==> config.mk <==
export PLATFORM = sky130hd
export DESIGN_NAME = mac_tx_framer
export DESIGN_NICKNAME = d
export VERILOG_FILES = /design/src/rtl/phy_tx_pkg.sv /design/src/rtl/tx_byte_packer.sv /design/src/rtl/mac_tx_framer.sv
export SDC_FILE = /design/constraint.sdc
export NUM_CORES = 1
export LEC_CHECK = 0
export BUFFER_PORTS_ARGS = -buffer_cell sky130_fd_sc_hd__buf_2
export CAP_MARGIN = 10
export CORE_ASPECT_RATIO = 0.8
export CORE_MARGIN = 5
export CORE_UTILIZATION = 51
export CTS_CLUSTER_DIAMETER = 120
export DETAILED_ROUTE_END_ITERATION = 10
export PLACE_DENSITY = 0.86
export RECOVER_POWER = 50
export SKIP_CTS_REPAIR_TIMING = 1
export SYNTH_ARGS = -nofsm -noshare
export SYNTH_HDL_FRONTEND = slang
export SYNTH_HIERARCHICAL = 1
export SYNTH_SLANG_ARGS = --single-unit
==> constraint.sdc <==
create_clock -name PCLK -period 2.56 [get_ports PCLK]
set_clock_uncertainty 0.05 [all_clocks]
set_input_delay 0.128 -clock PCLK [delete_from_list [all_inputs] [get_ports PCLK]]
set_output_delay 0.128 -clock PCLK [all_outputs]
set_load 0.03 [all_outputs]
==> src/rtl/phy_tx_pkg.sv <==
// Shared PHY transmit definitions: ordered-set symbols, bus width codes,
// framer state encoding and the lanes-per-word helper used by MAC and PCS.
package phy_tx_pkg;

   localparam logic [7:0] K28_5 = 8'hBC;
   localparam logic [7:0] K28_0 = 8'h1C;

   localparam logic [5:0] WIDTH_8  = 6'd8;
   localparam logic [5:0] WIDTH_16 = 6'd16;
   localparam logic [5:0] WIDTH_32 = 6'd32;

   typedef enum logic {
      PACK = 1'b0,
      SKP  = 1'b1
   } tx_state_t;

   // Unsupported width codes fall back to a single lane.
   function automatic logic [2:0] lane_count(input logic [5:0] width);
      case (width)
         WIDTH_16: return 3'd2;
         WIDTH_32: return 3'd4;
         default:  return 3'd1;
      endcase
   endfunction

endpackage

==> src/rtl/tx_byte_packer.sv <==
// Byte-to-word packer: collects accepted bytes into lanes of a partial word
// and holds the registered output word chosen by the framer.
module tx_byte_packer (
   input  logic        clk,
   input  logic        rst,
   input  logic [2:0]  lanes,
   input  logic        accept,
   input  logic [7:0]  sym_data,
   input  logic        sym_k,
   output logic [2:0]  fill,
   output logic        complete,
   output logic [31:0] asm_data,
   output logic [3:0]  asm_k,
   input  logic [31:0] load_data,
   input  logic [3:0]  load_k,
   input  logic        load_en,
   output logic [31:0] word_data,
   output logic [3:0]  word_k,
   output logic        word_en
);

   logic [23:0] hold_data;
   logic [2:0]  hold_k;

   assign complete = accept && ((fill + 3'd1) == lanes);

   // Lanes above the fill point stay zero, so a completed word never carries stale bytes.
   always_comb begin
      asm_data = {8'h00, hold_data};
      asm_k    = {1'b0, hold_k};
      asm_data[{fill[1:0], 3'b000} +: 8] = sym_data;
      asm_k[fill[1:0]]                   = sym_k;
   end

   always_ff @(posedge clk or posedge rst) begin
      if (rst) begin
         fill      <= 3'd0;
         hold_data <= '0;
         hold_k    <= '0;
         word_data <= '0;
         word_k    <= '0;
         word_en   <= 1'b0;
      end else begin
         if (accept) begin
            if (complete) begin
               fill      <= 3'd0;
               hold_data <= '0;
               hold_k    <= '0;
            end else begin
               fill      <= fill + 3'd1;
               hold_data <= asm_data[23:0];
               hold_k    <= asm_k[2:0];
            end
         end
         word_data <= load_data;
         word_k    <= load_k;
         word_en   <= load_en;
      end
   end

endmodule

==> src/rtl/mac_tx_framer.sv <==
// MAC-to-PHY transmit framer: packs bytes into 8/16/32-bit words and, when
// TX_SKP_INSERT_EN is defined, periodically inserts COM+3xSKP ordered sets.
module mac_tx_framer
   import phy_tx_pkg::*;
#(
   parameter int SKP_INTERVAL = 1180
) (
   input  logic        PCLK,
   input  logic        RST,
   input  logic [5:0]  DataBusWidth,
   input  logic [7:0]  in_data,
   input  logic        in_k,
   input  logic        in_valid,
   output logic        in_ready,
   output logic [31:0] MAC_TX_Data,
   output logic [3:0]  MAC_TX_DataK,
   output logic        MAC_Data_En
);

   logic [5:0]  width_q;
   logic [2:0]  lanes;
   logic [2:0]  fill;
   logic        accept;
   logic        complete;
   logic        pack_idle;
   logic [31:0] asm_data;
   logic [3:0]  asm_k;
   logic        skp_load;
   logic [31:0] skp_data;
   logic [3:0]  skp_k;
   logic [31:0] out_data;
   logic [3:0]  out_k;
   logic        out_en;

   assign accept = in_valid && in_ready;

`ifdef TX_SKP_INSERT_EN
   localparam logic [11:0] INTERVAL = 12'(SKP_INTERVAL);

   tx_state_t   state, state_next;
   logic [11:0] sym_cnt, sym_next;
   logic        skp_pend, pend_next;
   logic [1:0]  skp_idx, skp_idx_next, skp_last_idx;
   logic        fill_zero_next;

   function automatic logic [11:0] sat_add(input logic [11:0] a, input logic [2:0] b);
      logic [12:0] s;
      s = {1'b0, a} + {10'd0, b};
      return s[12] ? 12'hFFF : s[11:0];
   endfunction

   assign pack_idle      = (state == PACK) && (fill == 3'd0);
   assign skp_load       = (state == SKP);
   assign fill_zero_next = complete || ((fill == 3'd0) && !accept);

   always_comb begin
      case (lanes)
         3'd4:    skp_last_idx = 2'd0;
         3'd2:    skp_last_idx = 2'd1;
         default: skp_last_idx = 2'd3;
      endcase
   end

   // COM only ever lands in lane 0 of the first SKP word; every other active lane is SKP.
   always_comb begin
      skp_data = '0;
      skp_k    = '0;
      for (int l = 0; l < 4; l++) begin
         if (3'(l) < lanes) begin
            skp_data[8*l +: 8] = K28_0;
            skp_k[l]           = 1'b1;
         end
      end
      if (skp_idx == 2'd0) skp_data[7:0] = K28_5;
   end

   always_comb begin
      state_next   = state;
      sym_next     = sym_cnt;
      pend_next    = skp_pend;
      skp_idx_next = skp_idx;
      case (state)
         PACK: begin
            if (complete) sym_next = sat_add(sym_cnt, lanes);
            pend_next = skp_pend || (sym_next >= INTERVAL);
            if (pend_next && fill_zero_next) begin
               state_next   = SKP;
               skp_idx_next = 2'd0;
            end
         end
         SKP: begin
            if (skp_idx == skp_last_idx) begin
               state_next   = PACK;
               sym_next     = 12'd0;
               pend_next    = 1'b0;
               skp_idx_next = 2'd0;
            end else begin
               skp_idx_next = skp_idx + 2'd1;
            end
         end
         default: state_next = PACK;
      endcase
   end

   always_ff @(posedge PCLK or posedge RST) begin
      if (RST) begin
         state    <= PACK;
         sym_cnt  <= 12'd0;
         skp_pend <= 1'b0;
         skp_idx  <= 2'd0;
         in_ready <= 1'b0;
      end else begin
         state    <= state_next;
         sym_cnt  <= sym_next;
         skp_pend <= pend_next;
         skp_idx  <= skp_idx_next;
         in_ready <= (state_next == PACK);
      end
   end
`else
   logic unused_interval;

   assign unused_interval = ^SKP_INTERVAL;
   assign pack_idle       = (fill == 3'd0);
   assign skp_load        = 1'b0;
   assign skp_data        = '0;
   assign skp_k           = '0;

   always_ff @(posedge PCLK or posedge RST) begin
      if (RST) in_ready <= 1'b0;
      else     in_ready <= 1'b1;
   end
`endif

   // A width change only takes effect when a fresh word is about to start.
   assign lanes = lane_count(pack_idle ? DataBusWidth : width_q);

   always_ff @(posedge PCLK or posedge RST) begin
      if (RST)            width_q <= WIDTH_8;
      else if (pack_idle) width_q <= DataBusWidth;
   end

   always_comb begin
      out_data = '0;
      out_k    = '0;
      out_en   = 1'b0;
      if (skp_load) begin
         out_data = skp_data;
         out_k    = skp_k;
         out_en   = 1'b1;
      end else if (complete) begin
         out_data = asm_data;
         out_k    = asm_k;
         out_en   = 1'b1;
      end
   end

   tx_byte_packer u_packer (
      .clk       (PCLK),
      .rst       (RST),
      .lanes     (lanes),
      .accept    (accept),
      .sym_data  (in_data),
      .sym_k     (in_k),
      .fill      (fill),
      .complete  (complete),
      .asm_data  (asm_data),
      .asm_k     (asm_k),
      .load_data (out_data),
      .load_k    (out_k),
      .load_en   (out_en),
      .word_data (MAC_TX_Data),
      .word_k    (MAC_TX_DataK),
      .word_en   (MAC_Data_En)
   );

endmodule

# After elaboration in Yosys (flattened, before gate mapping)
# Index checks and enable logic that the tools add are counted.
[op_classes]
mux = 12
n_addsub = 2
n_shift = 2
n_reduce_logical = 4
n_eq_ne = 3
magnitude_cmp = 2
[ops]
columns = ["op", "count"]
rows = [
  ["bitwise mux 32 bit", 1],
  ["two-way mux 32 bit", 1],
  ["variable shift 8 x 7 -> 32 bit (first input constant)", 1],
  ["indexed part select 8 x 7 -> 32 bit", 1],
  ["two-way mux 24 bit", 1],
  ["negator 5 -> 7 bit", 1],
  ["== test 6 x 5 -> 1 bit (second input constant)", 1],
  ["== test 6 bit (second input constant)", 1],
  ["two-way mux 3 bit", 2],
  ["two-way mux 6 bit", 1],
  ["one-hot mux 3 bit (2 select lines)", 1],
  ["bitwise mux 4 bit", 1],
  ["two-way mux 4 bit", 1],
  ["adder 3 x 1 -> 3 bit (second input constant)", 1],
  ["== test 3 bit", 1],
  ["logical AND 1 bit", 3],
  ["zero test 3 bit", 1],
  ["< comparator 2 x 3 -> 1 bit (second input constant)", 1],
  ["demux 1 bit (select 2 bit)", 1],
  [">= comparator 2 x 1 -> 1 bit (second input constant)", 1],
  ["two-way mux 1 bit", 2],
]
[word_totals]
output_inout_bits = 38
input_bits = 18
register_bits = 74
elab_cells = 33

# Logic depth before layout (Yosys ltp)
# Gate-level depths: netlist of the first run.
[logic_depth]
depth_word = 7
mapped_depth = 10
mapped_depth_nobuf = 7

# Hierarchy
# The synthesis of the first run kept the hierarchy.
[by_module_without_submodules]
columns = ["mod", "cells_per_inst", "n_inst", "seq_area_each_um2", "area_each_um2"]
rows = [
  ["tx_byte_packer", 243, 1, 1676.6, 2792.7],
  ["mac_tx_framer", 70, 1, 176.4, 638.1],
]

# Worst setup path before layout of the first run
# OpenSTA, ideal clock, no wires.
[synth_timing]
path_kind = "reg-to-reg"
from = "register u_packer.fill[0]"
to = "register u_packer.word_data[10]"
synth_period_minus_slack_ps = 2648
t_required_ps = 2444
setup_ps = 66
path_buffers = 4
arrival_time_ps = 2532
path_stages_with_launch = 11
setup_slack_ps = -88
path_cell_list = "dfrtp_1 -> buf_2 -> inv_1 -> ha_1 -> clkbuf_1 -> xor2_1 -> or4_1 -> buf_6 -> inv_1 -> clkbuf_1 -> and2_1"
[synth_via]
elab_chain_cells = 7
elab_cells_between_ends = 13
classes_between = "2 x add/sub; 3 x eq/ne; 2 x shift; 4 x mux; 2 x reduce/logical"
[synth_lines]
columns = ["item", "line_no", "source"]
rows = [
  ["start: declaration", "tx_byte_packer.sv:10", "output logic [2:0] fill,"],
  ["start signal: assignment", "tx_byte_packer.sv:50", "fill <= fill + 3'd1;"],
  ["zero test 3 bit", "mac_tx_framer.sv:124", "assign pack_idle = (fill == 3'd0);"],
  ["two-way mux 6 bit", "--", ""],
  ["== test 6 bit / == test 6 x 5 -> 1 bit (equally long branches)", "phy_tx_pkg.sv:19", "case (width)"],
  ["one-hot mux 3 bit (2 select lines)", "phy_tx_pkg.sv:19", ""],
  ["== test 3 bit (*)", "tx_byte_packer.sv:25", "assign complete = accept && ((fill + 3'd1) == lanes);"],
  ["logical AND 1 bit (*)", "tx_byte_packer.sv:25", ""],
  ["via complete", "mac_tx_framer.sv:24", "logic complete;"],
  ["two-way mux 32 bit (*)", "mac_tx_framer.sv:151", "end else if (complete) begin"],
  ["via out_data[10]", "mac_tx_framer.sv:31", "logic [31:0] out_data;"],
  ["end signal: assignment", "tx_byte_packer.sv:55", "word_data <= load_data;"],
  ["end: declaration", "tx_byte_packer.sv:17", "output logic [31:0] word_data,"],
]
# Mark *: on every way through the listed nets, which the timed path passes. The rest lies on a longest branch.
# A chain may end at the register's enable or synchronous reset.

# Worst setup path after layout of the first run
[layout_timing]
from = "input DataBusWidth[0]"
to = "register u_packer.hold_data[7]"
[layout_via]
elab_chain_cells = 6
elab_cells_between_ends = 7
classes_between = "3 x eq/ne; 3 x mux; 1 x reduce/logical"
[layout_lines]
columns = ["item", "line_no", "source"]
rows = [
  ["start: declaration", "mac_tx_framer.sv:10", "input logic [5:0] DataBusWidth,"],
  ["two-way mux 6 bit (*)", "--", ""],
  ["== test 6 bit / == test 6 x 5 -> 1 bit (equally long branches)", "phy_tx_pkg.sv:19", ""],
  ["one-hot mux 3 bit (2 select lines) (*)", "phy_tx_pkg.sv:19", ""],
  ["via lanes[2]", "mac_tx_framer.sv:21", "logic [2:0] lanes;"],
  ["== test 3 bit (*)", "tx_byte_packer.sv:25", ""],
  ["logical AND 1 bit (*)", "tx_byte_packer.sv:25", ""],
  ["two-way mux 24 bit (*)", "tx_byte_packer.sv:45", "if (complete) begin"],
  ["end signal: assignment", "tx_byte_packer.sv:51", "hold_data <= asm_data[23:0];"],
  ["end: declaration", "tx_byte_packer.sv:22", "logic [23:0] hold_data;"],
]
# Marks and branches as above.

==> summary.md, run 1 <==
| Metric | Value |
|---|---|
| Via count | 2451 |
| Switching share of power | 35.67% |
| Clock sink total | between 70 and 80 |
| Post-synthesis simple-gate area fraction | 19.40% |
| Hold Worst Slack | around 0.025 ns |
| Worst min path class | in2reg |
| Compound-Gate Fraction of Synth Area | about an eighth |
| Final worst-path cycle share | between 90% and 100% |
| DR iter-0 viols | about 160 |
| Wirelength per Cell | 15.29 um |
| Setup violations, final | 0 |
| Setup crit end kind | flip-flop |
| R2r setup slk | 0.17 ns |
| CTS Buf Count | 9 |
| Sequential share of power | between 30% and 40% |
| Unrepaired setup endpoints after global routing | false |
| Async SR Flop Fraction | 100.0% |
| Worst Hold Path Cells | 2 |
| Pre-CTS setup slack | roughly 0.092 ns |
| Max-slew violation count | 68 |
| Gpl congestion | 0.8330 |
| Clock Power Share | around 22% |
| Row cnt | 26 |
| Worst Hold Launch | DataBusWidth[4] |
| ANT cells | 0 |
| Met2 wire length | between 3000 and 4000 um |
| Failing checks | capacitance limit, slew limit |
| Final wirelength | 7142 um |
| XOR/XNOR Fraction of Synth Area | under 10% |
| Ys Warns | 6 |
| Synth cell count leaders | 73 x dfrtp_1, 45 x and2_1, 23 x nand2_1, 22 x inv_1, 20 x a31o_1 |
| Layout cells sized above 1 | approximately 26% |
| Internal cell power | 2.632 mW |
| Largest net degree at the start of global routing | 68 |
| Initial antenna violation count | 0 |
| Initial Utilization | between 50 and 60% |
| Synth cell types | 39 |
| Post-synth top area share | 53.25% |
| Die height | between 80 and 90 um |
| Met1 wire length | around 3100 um |
| Synth area leaders | dfrtp_1 53%, and2_1 8.2%, a31o_1 5.1% |
| Synthesis-to-finish area growth | 18.34% |
| First-pass GRT wire length | between 10000 and 15000 um |
| Worst-Margin Slew | approximately 1.6 ns |
| F_max | just over 400 MHz |
| Total Neg Setup Slack | 0 ns |
| Worst IR Drop VDD | about 560 uV |
| Status | finished with violations |
| I/O Pins | 56 |
| Vias in the first global route | roughly 2400 |
| Combinational family with the most area after synthesis | simple AND/OR/NAND/NOR gates |
| Crit path kind | in2reg |
| Post-detail-place hpwl | between 4000 and 5000 um |
| Final hold vios | 0 |
| Area of the die | about 0.0085 mm2 |
| Max-Cap Viols | 1 |
| Initial DRT Pass Iterations | 4 |
| Worst EP required | roughly 2.8 ns |
| Post-route minimum period | 2.414 ns |
| Mean Syn Cell Area | ~11 um2 |
| Worst-path clk slew | around 0.08 ns |
| Cell Area, Synth | approximately 0.0034 mm2 |
| Design area | between 0.004 and 0.005 mm2 |
| Nets | between 400 and 500 |
| Total grt overflow | 0 |
| Post-synth EDFFs | 0 |
| Final worst slack | between 0.1 and 0.15 ns |
| GRT Util Overall | between 10% and 20% |
| Number of port buffers | 55 |
| Sw Pwr | roughly 1.5 mW |
| Leakage | between 1.5 and 2 nW |
| Met3 WL | between 600 and 700 um |
| Latest clock arrival within the worst-skew pair | around 0.35 ns |
| Total Power | 4.092 mW |
| H-tree depth | 3 |
| Main synth FF type | dfrtp_1 |
| Combinational Power Share | between 30% and 40% |
| Multiplexer area fraction after synthesis | approximately 3.4% |
| Worst R2R Start | u_packer/fill[2] |
| Placed cells | between 400 and 500 |
| Worst endpoint data arrival time | approximately 2.6 ns |
| Slew Limit Headroom | -7.610% |
| Seq/Total Area, Yosys | between 50% and 60% |
| #FFs+latches synth | 74 |
| Mapped Cells | between 300 and 400 |
| Clk Tree Root Cell | clkbuf_8 |
| Net Count, Synth | 337 |
| Adder-Cell Fraction of Synth Area | 2.188% |
| Top Layer Used | met4 |
| Top-count cell post-synth | dfrtp_1 |
| Die width | 101.7 um |
| Startpoint types | input port |
| Vias per cell | 5.248 |
| Antenna-violating nets left | 0 |
| Reg2Reg Depth | 8 |
| CTS tree | yes |
| Clock buffer depth | 2 |
| Final core occ | 62.72% |
| Crit Path Max Fanout | 20 |
| Worst setup path start | DataBusWidth[0] |
| DRC viols | 0 |
| Area leader, netlist | dfrtp_1 |
| Pwr Density | 1008 mW/mm2 |
| Core area | roughly 0.0065 mm2 |
| Post-DP Area | around 0.0038 mm2 |
| Fin cells | between 400 and 500 |
==> state kept, by name, summed over array words and instances, names as in the netlist <==
| signal | count |
|---|---|
| u_packer/hold_data | 24 |
| u_packer/fill | 3 |
| u_packer/hold_k | 3 |
| u_packer/word_data | 32 |
| in_ready | 1 |
| u_packer/word_k | 4 |
| width_q | 6 |
| u_packer/word_en | 1 |
==> area by class of cell <==
cell class,count,area [um2]
flip-flops and latches,74,1854
clock inverters,7,76.32
multi-input cells,196,1390
clock buffers,9,123.9
repair buffers,75,424.2
fillers,523,2414
well taps,84,105.1
inverters,22,86.33
==> placed cells by master, fill, tap and decap left out, types with 13 or more instances in the layout <==
cell       n
nor2_1    16
and2_1    45
nand2_1   23
a31o_1    20
nor2b_1   16
inv_1     20
o22ai_1   17
clkbuf_1  19
buf_2     36
dfrtp_1   72
buf_4     13
==> metal layers <==
layer	vias up	track usage, %
met5	-	0
met4	0	4.348
met3	10	5.611
met2	87	27.02
met1	1172	24.46
li1	1182	-
==> cell families (layout without fill, tap and decap cells) <==
family	after synthesis	after routing
AOI/OAI and AO/OA	59	59
xor gates and xnor gates	5	5
adders and majority gates	6	6
buffers and inverters	43	113
DFF	74	74
muxes	9	9
other	1	1
and+or+nand+nor	116	116
==> path summary, 6_finish.rpt <==
kind,to
setup reg to reg,u_packer/hold_data[7]
setup / recovery,u_packer/hold_data[7]
hold / removal,width_q[4]
min in group asynchronous,in_ready
max in group asynchronous,u_packer/fill[0]
hold reg to reg,u_packer/hold_k[0]
==> power groups by stage <==
stage	Clock, mW	Combinational (mW)	Sequential, mW
after CTS	0.941	1.55	1.59
after global placement	0	1.47	1.59
final	0.903	1.58	1.61
after detailed placement	0	1.54	1.61
after floorplan	0	1.16	1.62
after global routing	0.990	1.74	1.64
==> worst max-delay path, stage by stage <==
cell	delay (ns)
dlygate4sd3_1	0.53
buf_2	0.13
nor4_2	0.34
nand4b_1	0.14
o21ai_1	0.14
xor3_1	0.26
or4_4	0.46
buf_4	0.23
a31o_2	0.24
(Power assumes the default switching activity.)
==> inputs of run 2 (changes only) <==
--- a/config.mk
+++ b/config.mk
@@ -9,10 +9,11 @@
 export CAP_MARGIN = 10
 export CORE_ASPECT_RATIO = 0.8
 export CORE_MARGIN = 5
-export CORE_UTILIZATION = 51
+export CORE_UTILIZATION = 53
+export CTS_BUF_LIST = sky130_fd_sc_hd__clkbuf_8
 export CTS_CLUSTER_DIAMETER = 120
 export DETAILED_ROUTE_END_ITERATION = 10
-export PLACE_DENSITY = 0.86
+export PLACE_DENSITY = 0.89
 export RECOVER_POWER = 50
 export SKIP_CTS_REPAIR_TIMING = 1
 export SYNTH_ARGS = -nofsm -noshare
==> summary.md, run 2 (synthesis gave the netlist of run 1 again) <==
| Metric | Value |
|---|---|
| Fillers | between 500 and 600 |
| Initial antenna violation count | 0 |
| Max-Cap Viols | 0 |
| Top Layer Used | met4 |
| Setup violations, final | 0 |
| Worst endpoint data arrival time | approximately 2.7 ns |
| Via count | between 2000 and 2500 |
| Placed cells | 441 |
| Post-DP Area | roughly 0.0038 mm2 |
| Nets | approximately 400 |
| F_max | between 400 and 500 MHz |
| Design area | between 0.004 and 0.005 mm2 |
| Met1 wire length | 2990 um |
| Post-route minimum period | 2.471 ns |
| Gpl congestion | slightly above 0.8 |
| Crit Path Max Fanout | 24 |
| Setup crit end kind | flip-flop |
| Met2 wire length | 3598 um |
| Vias in the first global route | approximately 2600 |
| Clock buffer depth | 2 |
| Wirelength per Cell | around 16 um |
| Crit-path cells | nor4_4 -> nand3b_1 -> o21ai_2 -> xor3_1 -> or4_4 -> buf_4 -> a31o_2 |
| Fin cells | around 470 |
| Worst-Margin Slew | 1.370 ns |
| Initial Utilization | a little over half |
| Registers with the most flip-flops | u_packer/word_data x32, u_packer/hold_data x24, width_q x6 |
| ANT cells | 0 |
| Reg2Reg Depth | 7 |
| Delay of the slowest cell on the worst path | roughly 0.48 ns |
| GRT Util Overall | approximately a fifth |
| Worst IR Drop VDD | about 700 uV |
| Worst EP required | between 2 and 3 ns |
| CTS tree | yes |
| Pwr Density | 1040 mW/mm2 |
| Largest net degree at the start of global routing | a little under 60 |
| Number of port buffers | 55 |
| I/O Pins | between 50 and 60 |
| Min-Delay Endpoint | width_q[5] |
| Die height | ~82 um |
| Final worst-path cycle share | 96.53% |
| Max-slew violation count | 0 |
| Area of the die | 0.008192 mm2 |
| Latest clock arrival within the worst-skew pair | around 0.35 ns |
| Most common cell after layout, fill and taps aside | dfrtp_1 |
| Vias per cell | 5.346 |
| Row cnt | 26 |
| Largest register by flop count | u_packer/word_data |
| Met3 WL | about 610 um |
| Area of the multi-input gates | between 0.001 and 0.0015 mm2 |
| Final core occ | approximately 65% |
| Clk Tree Root Cell | clkbuf_8 |
| Worst-path clk slew | 0.07 ns |
| Crit path kind | reg2reg |
| First-pass GRT wire length | between 10000 and 15000 um |
| R2r setup slk | between 0.08 and 0.09 ns |
| Final wirelength | ~7300 um |
| CTS Buf Count | 9 |
| H-tree depth | 3 |
| DR iter-0 viols | between 100 and 150 |
| Worst min path class | in2reg |
| Worst Hold Path Cells | 2 |
| Layout cells sized above 1 | between 10% and 20% |
| Antenna-violating nets left | 0 |
| Leakage | roughly 1.9 nW |
| Most frequent cells in the layout | 73 x dfrtp_1, 45 x and2_1, 39 x clkbuf_1, 23 x nand2_1, 21 x inv_1 |
| Initial DRT Pass Iterations | 4 |
| Worst R2R Start | width_q[2] |
| Slew Limit Headroom | 8.556% |
| Slowest cell on the critical path | or4_4 |
| Max reg flops | 32 |
| Status | complete, no violations |
| Core area | 0.006344 mm2 |
| Seq. cell area | 0.001853 mm2 |
| Final hold vios | 0 |
| DRC viols | 0 |
| Worst Hold Launch | DataBusWidth[5] |
| Die width | roughly 100 um |
| Post-detail-place hpwl | 4848 um |
| Startpoint types | flip-flop |
| Total grt overflow | 0 |
| Synthesis-to-finish area growth | 19.33% |
| Worst R2R End | u_packer/hold_data[7] |
| Clock sink total | between 70 and 80 |
-- run 2: cell count changes in the layout (fill, tap and decap cells not counted), sizes merged --
cell	previous run	this run
buf	50	29
bufinv	1	3
clkbuf	29	48
clkinv	3	1
-- run 2: worst max path at each step --
stage,start,end,cells past startpoint
finish,width_q[2],u_packer/hold_data[7],7
global route,width_q[2],u_packer/hold_data[7],7
CTS,width_q[2],u_packer/hold_data[7],7
detailed placement,width_q[2],u_packer/hold_data[7],7
global placement,width_q[2],u_packer/hold_data[9],7
floorplan,u_packer/fill[0],u_packer/word_data[10],10
-- run 2: where the power goes --
part	leakage [nW]	total, mW	switching (mW)	internal (mW)
registers	0.999	1.61	0.169	1.44
logic	0.799	1.56	0.842	0.721
clock network	0.116	1.08	0.435	0.647
total	1.91	4.26	1.45	2.81
-- run 2: routing by layer --
metal | track usage, % | up-vias
li1 | - | 1177
met1 | 22.81 | 1206
met2 | 32.09 | 97
met3 | 6.452 | 6
met4 | 8.322 | 0
met5 | 0 | -
-- run 2: per-stage QoR --
stage	hold slack (ns)	power [mW]	worst slack, ns	setup TNS (ns)
after floorplan	-0.1193	2.783	0.04376	0
after global placement	0.02931	3.033	0.1514	0
after detailed placement	0.03417	3.118	0.05338	0
after CTS	-0.3406	4.219	-0.007929	-0.01008
after global routing	0.02475	4.515	-0.007218	-0.007218
final	0.02316	4.256	0.08878	0
-- run 2: worst max-delay path: cells and delay by family (launching register included) --
family | cells | cell delay [ns]
and+or+nand+nor | 3 | 0.93
AOI/OAI and AO/OA | 2 | 0.44
DFF | 1 | 0.41
xor gates and xnor gates | 1 | 0.29
buffers and inverters | 1 | 0.25
-- run 2: area by class of cell --
class	instances	share of cell area (%)
tap	84	2.567
clock buffer	9	3.026
clock inverter	6	2.812
timing repair buffer	73	10.06
inverter	22	2.109
multi-input combinational	196	34.05
sequential	74	45.26
timing repair inverter	1	0.1222
